$ cat src/rtl/mem_arbiter.sv
// Two-port (fetch/data) arbiter onto one shared memory; ARB_RR_EN selects round-robin, else data has priority.
// Latency: grant at the IDLE edge, ACCESS until mem_ack or TIMEOUT cycles, one RESP cycle with ack, one dead IDLE cycle.
// Backpressure: requesters hold req until their ack; the memory stalls by withholding mem_ack.
module mem_arbiter #(
  parameter int AW      = 32,
  parameter int DW      = 32,
  parameter int TIMEOUT = 16
) (
  input  logic          clk,
  input  logic          reset,
  input  logic          if_req,
  input  logic [AW-1:0] if_addr,
  output logic [DW-1:0] if_rdata,
  output logic          if_ack,
  input  logic          dm_req,
  input  logic          dm_we,
  input  logic [AW-1:0] dm_addr,
  input  logic [DW-1:0] dm_wdata,
  input  logic [3:0]    dm_be,
  output logic [DW-1:0] dm_rdata,
  output logic          dm_ack,
  output logic          mem_req,
  output logic          mem_we,
  output logic [AW-1:0] mem_addr,
  output logic [DW-1:0] mem_wdata,
  output logic [3:0]    mem_be,
  input  logic [DW-1:0] mem_rdata,
  input  logic          mem_ack,
  output logic          err,
  output logic          busy
);

  typedef enum logic [1:0] {
    ST_IDLE,
    ST_ACCESS,
    ST_RESP
  } state_t;

  typedef struct packed {
    logic          we;
    logic [AW-1:0] addr;
    logic [DW-1:0] wdata;
    logic [3:0]    be;
  } hdr_t;

  localparam logic [7:0] CNT_LAST = 8'(TIMEOUT - 1);

  state_t        r_state;
  state_t        w_next_state;
  hdr_t          r_hdr;
  hdr_t          w_hdr_in;
  logic [7:0]    r_cnt;
  logic          r_gnt_dm;
  logic          r_timeout;
  logic [DW-1:0] r_if_rdata;
  logic [DW-1:0] r_dm_rdata;
  logic          w_pick_dm;
  logic          w_grant;
  logic          w_done_ack;
  logic          w_done_to;
  logic          w_cnt_inc;

`ifdef ARB_RR_EN
  logic r_last_dm;

  // On a collision the port that did not win last time goes first.
  assign w_pick_dm = dm_req & (~if_req | ~r_last_dm);

  always_ff @(posedge clk) begin
    if (reset) begin
      r_last_dm <= 1'b0;
    end else if (w_grant) begin
      r_last_dm <= w_pick_dm;
    end
  end
`else
  assign w_pick_dm = dm_req;
`endif

  // Fetches are always full-word reads.
  always_comb begin
    if (w_pick_dm) begin
      w_hdr_in.we    = dm_we;
      w_hdr_in.addr  = dm_addr;
      w_hdr_in.wdata = dm_wdata;
      w_hdr_in.be    = dm_be;
    end else begin
      w_hdr_in.we    = 1'b0;
      w_hdr_in.addr  = if_addr;
      w_hdr_in.wdata = '0;
      w_hdr_in.be    = 4'b1111;
    end
  end

  always_ff @(posedge clk) begin
    if (reset) begin
      r_state <= ST_IDLE;
    end else begin
      r_state <= w_next_state;
    end
  end

  always_comb begin
    w_next_state = r_state;
    w_grant      = 1'b0;
    w_done_ack   = 1'b0;
    w_done_to    = 1'b0;
    w_cnt_inc    = 1'b0;
    mem_req      = 1'b0;
    mem_we       = 1'b0;
    mem_addr     = '0;
    mem_wdata    = '0;
    mem_be       = '0;
    if_ack       = 1'b0;
    dm_ack       = 1'b0;
    err          = 1'b0;
    busy         = 1'b0;
    case (r_state)
      ST_IDLE: begin
        if (if_req | dm_req) begin
          w_grant      = 1'b1;
          w_next_state = ST_ACCESS;
        end
      end
      ST_ACCESS: begin
        busy      = 1'b1;
        mem_req   = 1'b1;
        mem_we    = r_hdr.we;
        mem_addr  = r_hdr.addr;
        mem_wdata = r_hdr.wdata;
        mem_be    = r_hdr.be;
        if (mem_ack) begin
          w_done_ack   = 1'b1;
          w_next_state = ST_RESP;
        end else if (r_cnt == CNT_LAST) begin
          w_done_to    = 1'b1;
          w_next_state = ST_RESP;
        end else begin
          w_cnt_inc = 1'b1;
        end
      end
      ST_RESP: begin
        // Always fall back to IDLE so a request still held this cycle is not re-granted.
        busy         = 1'b1;
        if_ack       = ~r_gnt_dm;
        dm_ack       = r_gnt_dm;
        err          = r_timeout;
        w_next_state = ST_IDLE;
      end
      default: begin
        w_next_state = ST_IDLE;
      end
    endcase
  end

  always_ff @(posedge clk) begin
    if (reset) begin
      r_hdr      <= '0;
      r_gnt_dm   <= 1'b0;
      r_timeout  <= 1'b0;
      r_cnt      <= '0;
      r_if_rdata <= '0;
      r_dm_rdata <= '0;
    end else begin
      if (w_grant) begin
        r_hdr     <= w_hdr_in;
        r_gnt_dm  <= w_pick_dm;
        r_timeout <= 1'b0;
        r_cnt     <= '0;
      end else if (w_cnt_inc) begin
        r_cnt <= r_cnt + 8'd1;
      end
      if (w_done_to) begin
        r_timeout <= 1'b1;
      end
      // An aborted access returns zero; a completed write leaves rdata alone.
      if (w_done_to || (w_done_ack && !r_hdr.we)) begin
        if (r_gnt_dm) begin
          r_dm_rdata <= w_done_to ? '0 : mem_rdata;
        end else begin
          r_if_rdata <= w_done_to ? '0 : mem_rdata;
        end
      end
    end
  end

  assign if_rdata = r_if_rdata;
  assign dm_rdata = r_dm_rdata;

endmodule

$ cat config.mk
export PLATFORM = sky130hd
export DESIGN_NAME = mem_arbiter
export DESIGN_NICKNAME = d
export VERILOG_FILES = /design/src/rtl/mem_arbiter.sv
export SDC_FILE = /design/constraint.sdc
export NUM_CORES = 1
export LEC_CHECK = 0
export ABC_AREA = 1
export CORE_MARGIN = 8
export CORE_UTILIZATION = 43
export DETAILED_ROUTE_END_ITERATION = 7
export GPL_TIMING_DRIVEN = 0
export PLACE_DENSITY = 0.86
export SLEW_MARGIN = 20
export SYNTH_ARGS = -nofsm -noshare
export SYNTH_HDL_FRONTEND = slang
export SYNTH_SLANG_ARGS = --single-unit
$ cat constraint.sdc
create_clock -name clk -period 2.6 [get_ports clk]
set_clock_uncertainty 0.05 [all_clocks]
set_input_delay 0.78 -clock clk [delete_from_list [all_inputs] [get_ports clk]]
set_output_delay 0.78 -clock clk [all_outputs]
set_load 0.03 [all_outputs]
==> results of run 1 <==
-- flip-flops by register name (all words and copies together), names as in the netlist --
register,cells
r_hdr,69
dm_rdata,32
if_rdata,32
r_gnt_dm,1
r_timeout,1
r_cnt,8
r_state,2
-- worst min path at each step --
stage                     cells past startpoint   endpoint      start
after detailed placement                      1  r_hdr[20]  r_hdr[20]
after CTS                                     1  r_hdr[14]  r_hdr[14]
after global routing                          1  r_hdr[20]  r_hdr[20]
after floorplan                               2  r_timeout  r_timeout
final                                         1  r_hdr[24]  r_hdr[24]
after global placement                        1  r_hdr[11]  r_hdr[11]
-- layout make-up --
class                           instances  area [um^2]  share of cell area [%]
Clock buffer                           20          457                    4.51
Multi-Input combinational cell        597         2900                    28.6
Buffer                                 73          468                    4.62
Tap cell                              188          235                    2.32
Sequential cell                       145         2910                    28.7
Clock inverter                         12          179                    1.77
Inverter                              122          458                    4.52
Timing Repair Buffer                  276         2520                    24.9
-- routing by layer --
| metal | vias up | routed length (um) |
|---|---|---|
| met5 | - | 0 |
| met4 | 0 | 632 |
| li1 | 3616 | - |
| met3 | 41 | 2680 |
| met2 | 371 | 11700 |
| met1 | 3398 | 9050 |
-- cell families (layout without fill, tap and decap cells) --
| group | after synthesis | count (layout) | share of synthesized area [%] |
|---|---|---|---|
| adders and majority gates | 5 | 5 | 0.943 |
| AOI/OAI and AO/OA | 211 | 211 | 18.7 |
| buffers and inverters | 196 | 503 | 12.8 |
| and+or+nand+nor | 377 | 377 | 23.3 |
| DFF | 145 | 145 | 43.8 |
| xor gates and xnor gates | 4 | 4 | 0.528 |
-- per-stage QoR --
step / total power (W) / hold slack (ns) / area [um^2] / std cells / TNS (ns)
finish: 0.00737 / 0.415 / 10100 / 1433 / 0
global route: 0.00772 / 0.427 / 10100 / 1433 / 0
CTS: 0.00737 / 0.419 / 10100 / 1432 / -0.0565
detailed placement: 0.00476 / 0.405 / 9620 / 1401 / -28.71
global placement: 0.00472 / 0.397 / 9620 / 1401 / -26.19
floorplan: 0.00387 / 0.378 / 6640 / 938 / 0
-- layout by cell type, fill, tap and decap left out, types with 4 or more instances in the layout --
master	count
clkdlybuf4s50_1	202
nand2_1	196
dfxtp_1	142
a21oi_1	137
inv_1	118
nor2_1	103
nand3_1	70
buf_2	52
o21ai_0	37
clkbuf_1	34
a32o_1	32
clkbuf_16	18
buf_6	15
buf_1	11
clkdlybuf4s15_2	11
clkbuf_4	7
clkbuf_8	5
buf_4	5
o221a_2	4
ha_1	4
bufinv_16	4
-- repair_timing --
item | in CTS | in global routing
setup endpoints to repair | 73 | 52
gates resized for setup | 341 | 27
pin swaps | 0 | 0
buffers inserted | 0 | 1
-- critical path: stages (launching register included) --
cell and delay (ns):
dfxtp_2 0.32, inv_2 0.08, ha_4 0.14, buf_8 0.13, clkbuf_16 0.16, nand2_1 0.05
inv_1 0.07, clkdlybuf4s15_2 0.30
-- report_power, final --
part	internal (W)	total [W]	switching, W
clock	0.00166	0.00263	0.000972
sequential	0.00249	0.00263	0.000147
combinational	0.000830	0.00211	0.00128
total	0.00498	0.00737	0.00240
-- synthesized netlist by cell type --
cell      count  area, um^2
nand2_1     196         736
dfxtp_1     145        2900
a21oi_1     137         686
inv_1       119         447
nor2_1      103         387
nand3_1      70         350
clkbuf_1     41         154
o21ai_0      37         185
a32o_1       32         320
buf_6        13         146
buf_1        12        45.0
buf_2         6        30.0
ha_1          5        62.6
o221a_2       4        45.0
xor2_1        3        26.3
buf_4         2        15.0
inv_2         2        7.51
nand2_2       2        12.5
nand4_1       2        12.5
clkinv_1      1        3.75
nand4_4       1        21.3
nor2_2        1        6.26
nor2_4        1        11.3
o22ai_1       1        6.26
or2_2         1        6.26
xnor2_1       1        8.76
==> results.py, run 1 <==
metrics = {
    "setup_path": {
        "worst_ep_required_time_ns": 1.77,
        "cp-start-kind": "register",
        "rrSetupSlack_ns": 0.52,
        "critPathMaxFanout": 10,
        "crit_arrival_ns": 1.69,
        "startpoint": "r_state[1]",
        "setup.worst_path.end_class": "primary output",
        "crit_type": "reg -> out",
        "r2r-end": "r_hdr[68]",
        "reg2reg_depth": 8,
        "r2r-start": "r_state[1]",
        "crit_path_end": "mem_wdata[26]",
    },
    "grt": {
        "grt_use_total_pct": 24.1,
        "grt_pass1_wl_um": 37800,
        "grt_max_degree": 17,
        "globalRouteMet1Util_pct": 26.6,
        "gr-usage-met2_pct": 40.7,
        "grt-busiest-layer": "met2",
        "grt_overflow": 0,
        "met3_usage_pct": 9.62,
        "grt_pass1_vias": 7223,
        "antenna_found_initial": 0,
    },
    "final_layout": {
        "nets": 1375,
        "n_fill_cell": 1272,
        "drive_above_1_share_pct": 11.8,
        "layout.core_utilization_pct": 66.8,
        "syn_to_final_growth_pct": 52.6,
        "n_antenna_cell": 0,
    },
    "timing": {
        "drv_slew": 0,
        "worst_pin_slew_ns": 0.662,
        "slew-limit-headroom_pct": 55.9,
        "max_freq_ghz": 0.397,
        "rsz0062_at_grt": "false",
        "setup_viol": 0,
        "finalWorstSetupSlack_ns": 0.0831,
        "post-route-period-util_pct": 96.8,
        "hold_viol_final": 0,
        "period_needed_ns": 2.52,
    },
    "route": {
        "ant_nets": 0,
        "drtPass1Iterations": 5,
        "drt-total-wl_um": 24100,
        "vias": 7426,
        "drc_errors": 0,
        "vias_per_cell": 5.18,
        "drt_iter0_drc": 419,
        "wl_per_cell_um": 16.8,
    },
    "power_and_ir_drop": {
        "power_density_nw_per_um2": 728,
        "p_leak_nw": 4.84,
        "peakVddDrop_mv": 0.642,
    },
    "placement": {
        "io_buffers": 275,
        "finalWeightedCongestion": 0.908,
        "hpwlAfterDp_um": 18100,
        "pre_cts_ws_ns": -0.687,
    },
    "synthesis": {
        "syn_area_per_cell_um2": 7.07,
        "synth_nets": 1081,
        "yosys_register_bits": 145,
        "syn_area_um2": 6630,
        "synth_cells": 938,
        "ys_types": 26,
        "ys_seq_area_share_pct": 43.8,
        "ys_warn_count": 0,
    },
    "die": {
        "die_w_um": 140,
        "io_pins": 276,
        "initial_core_util_pct": 43.8,
        "fp.dieH_um": 140,
        "rows": 45,
        "core_um2": 15100,
        "dieArea_um2": 19700,
    },
    "clock_tree": {
        "htreeDepth": 4,
        "root_buffer": "clkbuf_16",
        "clkSlewWorstSetupHoldPaths_ns": 0.06,
        "worstSkewPairLatency_ns": 0.42,
        "clockBufferDepth": 2,
        "clock_sinks": 145,
        "cts_buffers": 17,
        "cts_tree": "built",
        "cts_hold_buf": 0,
    },
    "min_path": {
        "hp-class": "reg -> reg",
    },
    "run": {
        "drv_cap": 0,
    },
    "status": {
        "outcome": "finished, final reports clean",
    },
}
Power figures use the tool's default switching activity.
==> inputs of run 2 (changes only) <==
--- a/config.mk
+++ b/config.mk
@@ -6,6 +6,7 @@
 export NUM_CORES = 1
 export LEC_CHECK = 0
 export ABC_AREA = 1
+export ABC_CLOCK_PERIOD_IN_PS = 2600
 export CORE_MARGIN = 8
 export CORE_UTILIZATION = 43
 export DETAILED_ROUTE_END_ITERATION = 7
==> results of run 2 <==
Same layout as run 1: the final DEF is identical, and so are final timing and power.
==> inputs of run 3 (changes only) <==
--- a/config.mk
+++ b/config.mk
@@ -11,7 +11,7 @@
 export CORE_UTILIZATION = 43
 export DETAILED_ROUTE_END_ITERATION = 7
 export GPL_TIMING_DRIVEN = 0
-export PLACE_DENSITY = 0.86
+export PLACE_DENSITY_LB_ADDON = 0.15
 export SLEW_MARGIN = 20
 export SYNTH_ARGS = -nofsm -noshare
 export SYNTH_HDL_FRONTEND = slang
==> run 3 against run 2 <==
Register-to-register slack better by 0.13 ns. Combinational power hardly changed. Clock power about the same. Largest cell class unchanged. Worst setup slack worse by 0.0016 ns.
==> results.py, run 3 (synthesis results as in run 1) <==
metrics = {
    "route": {
        "wl_per_cell_um": 16.0,
        "vias_per_cell": 5.00,
        "drt-total-wl_um": 23000,
        "drc_errors": 0,
        "vias": 7166,
        "drtPass1Iterations": 6,
        "ant_nets": 0,
        "drt_iter0_drc": 393,
    },
    "clock_tree": {
        "cts_hold_buf": 0,
        "root_buffer": "clkbuf_16",
        "clock_sinks": 145,
        "cts_tree": "built",
        "htreeDepth": 4,
        "cts_buffers": 17,
        "clkSlewWorstSetupHoldPaths_ns": 0.06,
        "worstSkewPairLatency_ns": 0.42,
        "clockBufferDepth": 2,
    },
    "final_layout": {
        "drive_above_1_share_pct": 11.7,
        "final_common_cell": "clkdlybuf4s50_1",
        "fin_cells": 1432,
        "nets": 1375,
        "syn_to_final_growth_pct": 51.8,
        "largest_reg_flops": 69,
        "final_cell_area_um2": 10100,
        "n_antenna_cell": 0,
        "regMostFlops": "r_hdr",
        "final_cell_mix": "202 x clkdlybuf4s50_1, 196 x nand2_1, 142 x dfxtp_1, 137 x a21oi_1, 118 x inv_1",
    },
    "timing": {
        "drv_slew": 0,
        "hold_viol_final": 0,
        "finalWorstSetupSlack_ns": 0.0815,
        "period_needed_ns": 2.52,
        "worst_pin_slew_ns": 0.587,
        "fin_setup_tns_ns": 0,
        "slew-limit-headroom_pct": 60.9,
        "max_freq_ghz": 0.397,
        "hold_slack_ns": 0.415,
        "rsz0062_at_grt": "false",
        "post-route-period-util_pct": 96.9,
        "setup_viol": 0,
    },
    "run": {
        "drv_cap": 0,
    },
    "die": {
        "core_um2": 15100,
        "die_w_um": 140,
        "initial_core_util_pct": 43.8,
        "fp.dieH_um": 140,
        "dieArea_um2": 19700,
        "io_pins": 276,
        "rows": 45,
    },
    "power_and_ir_drop": {
        "p_leak_nw": 4.86,
        "peakVddDrop_mv": 0.470,
        "power_density_nw_per_um2": 728,
    },
    "grt": {
        "grt_pass1_wl_um": 36500,
        "grt_use_total_pct": 23.2,
        "grt_max_degree": 17,
        "grt_overflow": 0,
        "antenna_found_initial": 0,
        "grt_pass1_vias": 7050,
    },
    "placement": {
        "finalWeightedCongestion": 0.863,
        "dpl_cell_area_um2": 9620,
        "io_buffers": 275,
        "pre_cts_ws_ns": -0.753,
        "dp_cells": 1401,
        "hpwlAfterDp_um": 17700,
    },
    "setup_path": {
        "setup.worst_path.end_class": "primary output",
        "cp-start-kind": "register",
        "critPathMaxFanout": 10,
        "crit_arrival_ns": 1.69,
        "startpoint": "r_state[1]",
        "worst_ep_required_time_ns": 1.77,
        "r2r-start": "r_state[1]",
        "crit_type": "reg -> out",
    },
    "min_path": {
        "hp-class": "reg -> reg",
        "hold_start": "r_hdr[17]",
    },
    "status": {
        "outcome": "finished, final reports clean",
    },
}
run 3: changes by cell type in the layout (fill, tap and decap cells not counted), sizes merged:
cell,before,now
clkinv,3,4
clkdlybuf4s18,3,1
dlygate4sd2,3,4
clkdlybuf4s15,12,5
inv,124,121
clkbuf,64,60
buf,85,98
run 3: critical path: stages, from the launching register on:
cell	delay, ns
dfxtp_2	0.35
inv_4	0.05
ha_4	0.16
buf_8	0.14
clkbuf_16	0.17
buf_6	0.14
nand2_1	0.07
inv_1	0.04
buf_4	0.16
run 3: worst paths after layout:
| check | end | slack [ns] | depth (start not counted) |
|---|---|---|---|
| min reg2reg | r_hdr[17] | 0.42 | 1 |
| max reg2reg | dm_rdata[24] | 0.65 | 12 |
| max | mem_addr[23] | 0.08 | 8 |
| min | r_hdr[17] | 0.42 | 1 |
run 3: repair_timing:
item | in CTS | in global routing
pin swaps | 0 | 0
resized for setup | 376 | 5
setup endpoints to repair | 74 | 21
setup buffers | 0 | 1
run 3: routing by layer:
metal  track usage (%)  share of wire (%)  vias to the layer above
met5                 0                  0                        -
met4              6.51                1.8                        0
met3              10.7                 10                       26
met2              39.4                 48                      241
met1              25.5                 40                     3294
li1                  -                  -                     3605
run 3: final cells by class:
cell class                      count  area [um^2]
Tap cell                          188          235
Buffer                             73          462
Clock inverter                     10          158
Sequential cell                   145         2910
Inverter                          122          460
Fill cell                        1386         5080
Multi-Input combinational cell    597         2900
Clock buffer                       21          470
Timing Repair Buffer              276         2480
run 3: through the flow:
| stage | utilization, % | power [W] |
|---|---|---|
| after floorplan | - | 0.00387 |
| after global placement | 63.5 | 0.00473 |
| after detailed placement | 63.5 | 0.00475 |
| after CTS | 66.4 | 0.00736 |
| after global routing | 66.5 | 0.00767 |
| final | 66.5 | 0.00733 |
run 3: power breakdown:
group          switching [W]  internal [W]
Combinational        0.00126      0.000823
Clock               0.000948       0.00167
Sequential          0.000138       0.00249
==> variant 1, RTL diff (flow settings as in run 3) <==
Encoding of `state_t`: now one-hot (3 bits for 3 states).
--- a/src/rtl/mem_arbiter.sv
+++ b/src/rtl/mem_arbiter.sv
@@ -30,10 +30,10 @@
   output logic          busy
 );
 
-  typedef enum logic [1:0] {
-    ST_IDLE,
-    ST_ACCESS,
-    ST_RESP
+  typedef enum logic [2:0] {
+    ST_IDLE   = 3'b001,
+    ST_ACCESS = 3'b010,
+    ST_RESP   = 3'b100
   } state_t;
 
   typedef struct packed {
Behaviour: no difference found for any inputs over 10 cycles, from zero or initial values and one cycle with reset high; not proved beyond that.
==> variant 1 against run 3 <==
Wire length increased by 2.7%; final area decreased by 0.70%; synthesized area decreased by 1.2%; setup slack improved by 0.011 ns; utilization about the same; total power decreased by 19%; critical path depth decreased by 3; sequential cell count increased by 1; via count decreased by 0.20%; critical path type unchanged.
==> variant 1: results (changes against run 3) <==
* Worst slew margin at 55.3% (-5.6 points)
* Post-Synth Adder-Cell Area at 0.191% (-0.75 points)
* Status: completed
* Total wire length at 23.6 mm (+2.7%)
* CTS Sinks at 146 (+0.69%)
* Fill cells at 1,357 (-2.1%)
* Global-route wire length before repair at 36.9 mm (+1.2%)
* CP max stage delay at 0.33 ns (-0.02 ns)
* GP Congestion at 0.844 (-2.2%)
* Number of non-clock buffers at 341 (-2.3%)
* GRT Resource Usage Total at 24.0% (+0.78 points)
* Clkbuf count at 24 (+14%)
* Syn nets at 1,110 (+2.7%)
* Worst vdd ir at 0.437 mV (-7.0%)
* Hold path depth at 2 (+1)
* Comb_multi_in at 632 (+5.9%)
* WL met1 at 9.25 mm (+1.9%)
* DR WL met3 at 2.21 mm (-8.2%)
* Register share of the cell area at 29.2% (+0.36 points)
* First-pass DRT Iterations at 5 (-1)
* Worst hold slack at 0.401 ns (-0.0143 ns)
* Critical path origin: r_state[0]
* M1 GR Usage at 25.2% (-0.32 points)
* Most common library cells after synthesis: 204 x nand2_1, 165 x nor2_1, 146 x dfxtp_1, 120 x inv_1, 80 x nand3_1
* Area of the multi-input gates at 2840 sq um (-1.9%)
* R2r setup slk at 0.72 ns (+0.07 ns)
* Resize count post-CTS at 212 (-44%)
* Dpl ws at -0.176 ns (+0.577 ns)
[variant 1: where the power goes]
part           switching [uW]  internal [uW]  leakage, uW
Clock                     937           1460     0.000280
Sequential               70.5           2410      0.00119
Combinational             632            438      0.00285
[variant 1: worst paths after layout]
| kind | to |
|---|---|
| min reg2reg | r_hdr[1] |
| max | mem_be[3] |
| min | r_hdr[1] |
| max reg2reg | if_rdata[2] |
[variant 1: cells by family after synthesis]
logic type               after synthesis
AO/OA/AOI/OAI                        165
XOR/XNOR                               4
adder cells (fa/ha/maj)                1
buffers and inverters                193
flip-flops                           146
AND/OR/NAND/NOR                      462
[variant 1: through the flow]
stage	util (%)	instance area (sq um)	cells
after floorplan	-	6560	971
after global placement	63.4	9540	1433
after detailed placement	63.4	9540	1433
after CTS	67.9	10200	1465
after global routing	66.5	10000	1465
final	66.5	10000	1465
[variant 1: critical path, delay by kind of cell, from the launching register on]
| family | cells | cell delay, ns |
|---|---|---|
| flops | 1 | 0.33 |
| simple gates | 2 | 0.26 |
| buf+inv | 3 | 0.66 |
==> variant 2, RTL diff (config.mk and constraints of run 3) <==
Without the edit above. The option `ARB_RR_EN` is turned on by a define.
--- a/src/rtl/mem_arbiter.sv
+++ b/src/rtl/mem_arbiter.sv
@@ -1,6 +1,8 @@
 // Two-port (fetch/data) arbiter onto one shared memory; ARB_RR_EN selects round-robin, else data has priority.
 // Latency: grant at the IDLE edge, ACCESS until mem_ack or TIMEOUT cycles, one RESP cycle with ack, one dead IDLE cycle.
 // Backpressure: requesters hold req until their ack; the memory stalls by withholding mem_ack.
+`define ARB_RR_EN
+
 module mem_arbiter #(
   parameter int AW      = 32,
   parameter int DW      = 32,
Check against the original RTL: not equivalent (a bounded check fails within 10 cycles, from zero or initial values and one cycle with reset high).
==> variant 2 against run 3 <==
Sequential cell count unchanged; setup slack got worse by 0.021 ns; wire length increased by 0.94%; total power decreased by 4.9%; synthesized area increased by 1.5%; combinational power decreased by 9%; final area increased by 1.6%.
==> variant 2: results (changes against run 3) <==
* CP max stage cell: dfxtp_4
* Via count at 7,208 (+0.59%)
* Resize count post-CTS at 277 (-26%)
* Status: completed
* Seq pwr share at 37.0% (+1.2 points)
* Synth top area cells: dfxtp_1 43%, nand2_1 18%, nor2_1 9.6%, inv_1 7.1%, nand3_1 5.2%
* Psw at 2240 uW (-4.4%)
* Dpl cells at 1,503 (+7.3%)
* Syn_area_per_cell at 6.62 sq um (-6.4%)
* Fin crit period at 2.54 ns (+0.0212 ns)
* Fill cells at 1,426 (+2.9%)
* GP Congestion at 0.847 (-1.8%)
* First-pass DRT Iterations at 5 (-1)
* Most common library cells after synthesis: 319 x nand2_1, 172 x nor2_1, 145 x dfxtp_1, 128 x inv_1, 70 x nand3_1
* Syn nets at 1,161 (+7.4%)
* Sequential fraction of the synthesis area at 43.1% (-0.66 points)
* Combinational Power Share at 27.3% (-1.1 points)
* Share of cells above drive strength 1 at 12.8% (+1.1 points)
* Starting DRC count in detailed routing at 372 (-5.3%)
* Dpl ws at -0.879 ns (-0.125 ns)
* Vias in the first global route at 6,939 (-1.6%)
* Via density at 4.69 (-6.3%)
* Global-route wire length before repair at 35.8 mm (-1.9%)
* Lkg Pwr at 0.00521 uW (+7.3%)
* Register-to-Register Path Depth at 13 (+1)
* WHS Endpoint: r_hdr[21]
* Worst vdd ir at 0.512 mV (+9.1%)
* R2r setup slk at 0.52 ns (-0.13 ns)
* Netlist cell types at 27 (+3.8%)
-- variant 2: changes by cell type in the layout (fill, tap and decap cells not counted), sizes merged, moves of 12 or more --
cell,run 3,this run
nand2,198,323
a21oi,137,43
nor2,105,177
a32o,32,0
o31ai,0,32
o21ai,37,9
clkbuf,60,35
buf,98,110
-- variant 2: worst max-delay path by stage --
stage                   end  startpoint
6_report       mem_addr[28]  r_state[1]
4_1_cts         mem_addr[1]  r_state[1]
3_5_place_dp   mem_addr[24]  r_state[1]
2_1_floorplan  mem_addr[21]  r_state[1]
5_1_grt           mem_be[0]  r_state[1]
3_3_place_gp   mem_addr[24]  r_state[1]
-- variant 2: layer usage --
metal / wire length [microns] / vias up / part of all wire [%] / track usage [%]
met5: 0 / - / 0 / 0
met4: 414 / 0 / 1.8 / 7.30
met3: 2230 / 30 / 9.6 / 8.37
met2: 11300 / 250 / 49 / 39.3
met1: 9220 / 3230 / 40 / 25.5
li1: - / 3698 / - / -
-- variant 2: cells by family (layout without fill, tap and decap cells) --
logic type                 count (synthesis)  after routing  share of synthesized area (%)
buffers and inverters                    193            503                           12.3
and+or+nand+nor                          577            577                           34.6
xor gates and xnor gates                   3              3                          0.390
AOI/OAI and AO/OA                         93             93                           8.49
DFF                                      145            145                           43.1
adders and majority gates                  6              6                           1.11
-- variant 2: area by class of cell --
| cell class | instances | area, sq um | area share, % |
|---|---|---|---|
| Timing Repair Buffer | 278 | 2530 | 24.7 |
| Sequential cell | 145 | 2910 | 28.4 |
| Buffer | 63 | 409 | 4.00 |
| Clock buffer | 17 | 425 | 4.16 |
| Clock inverter | 15 | 169 | 1.65 |
| Multi-Input combinational cell | 679 | 3030 | 29.7 |
| Inverter | 130 | 490 | 4.80 |
| Tap cell | 211 | 264 | 2.58 |
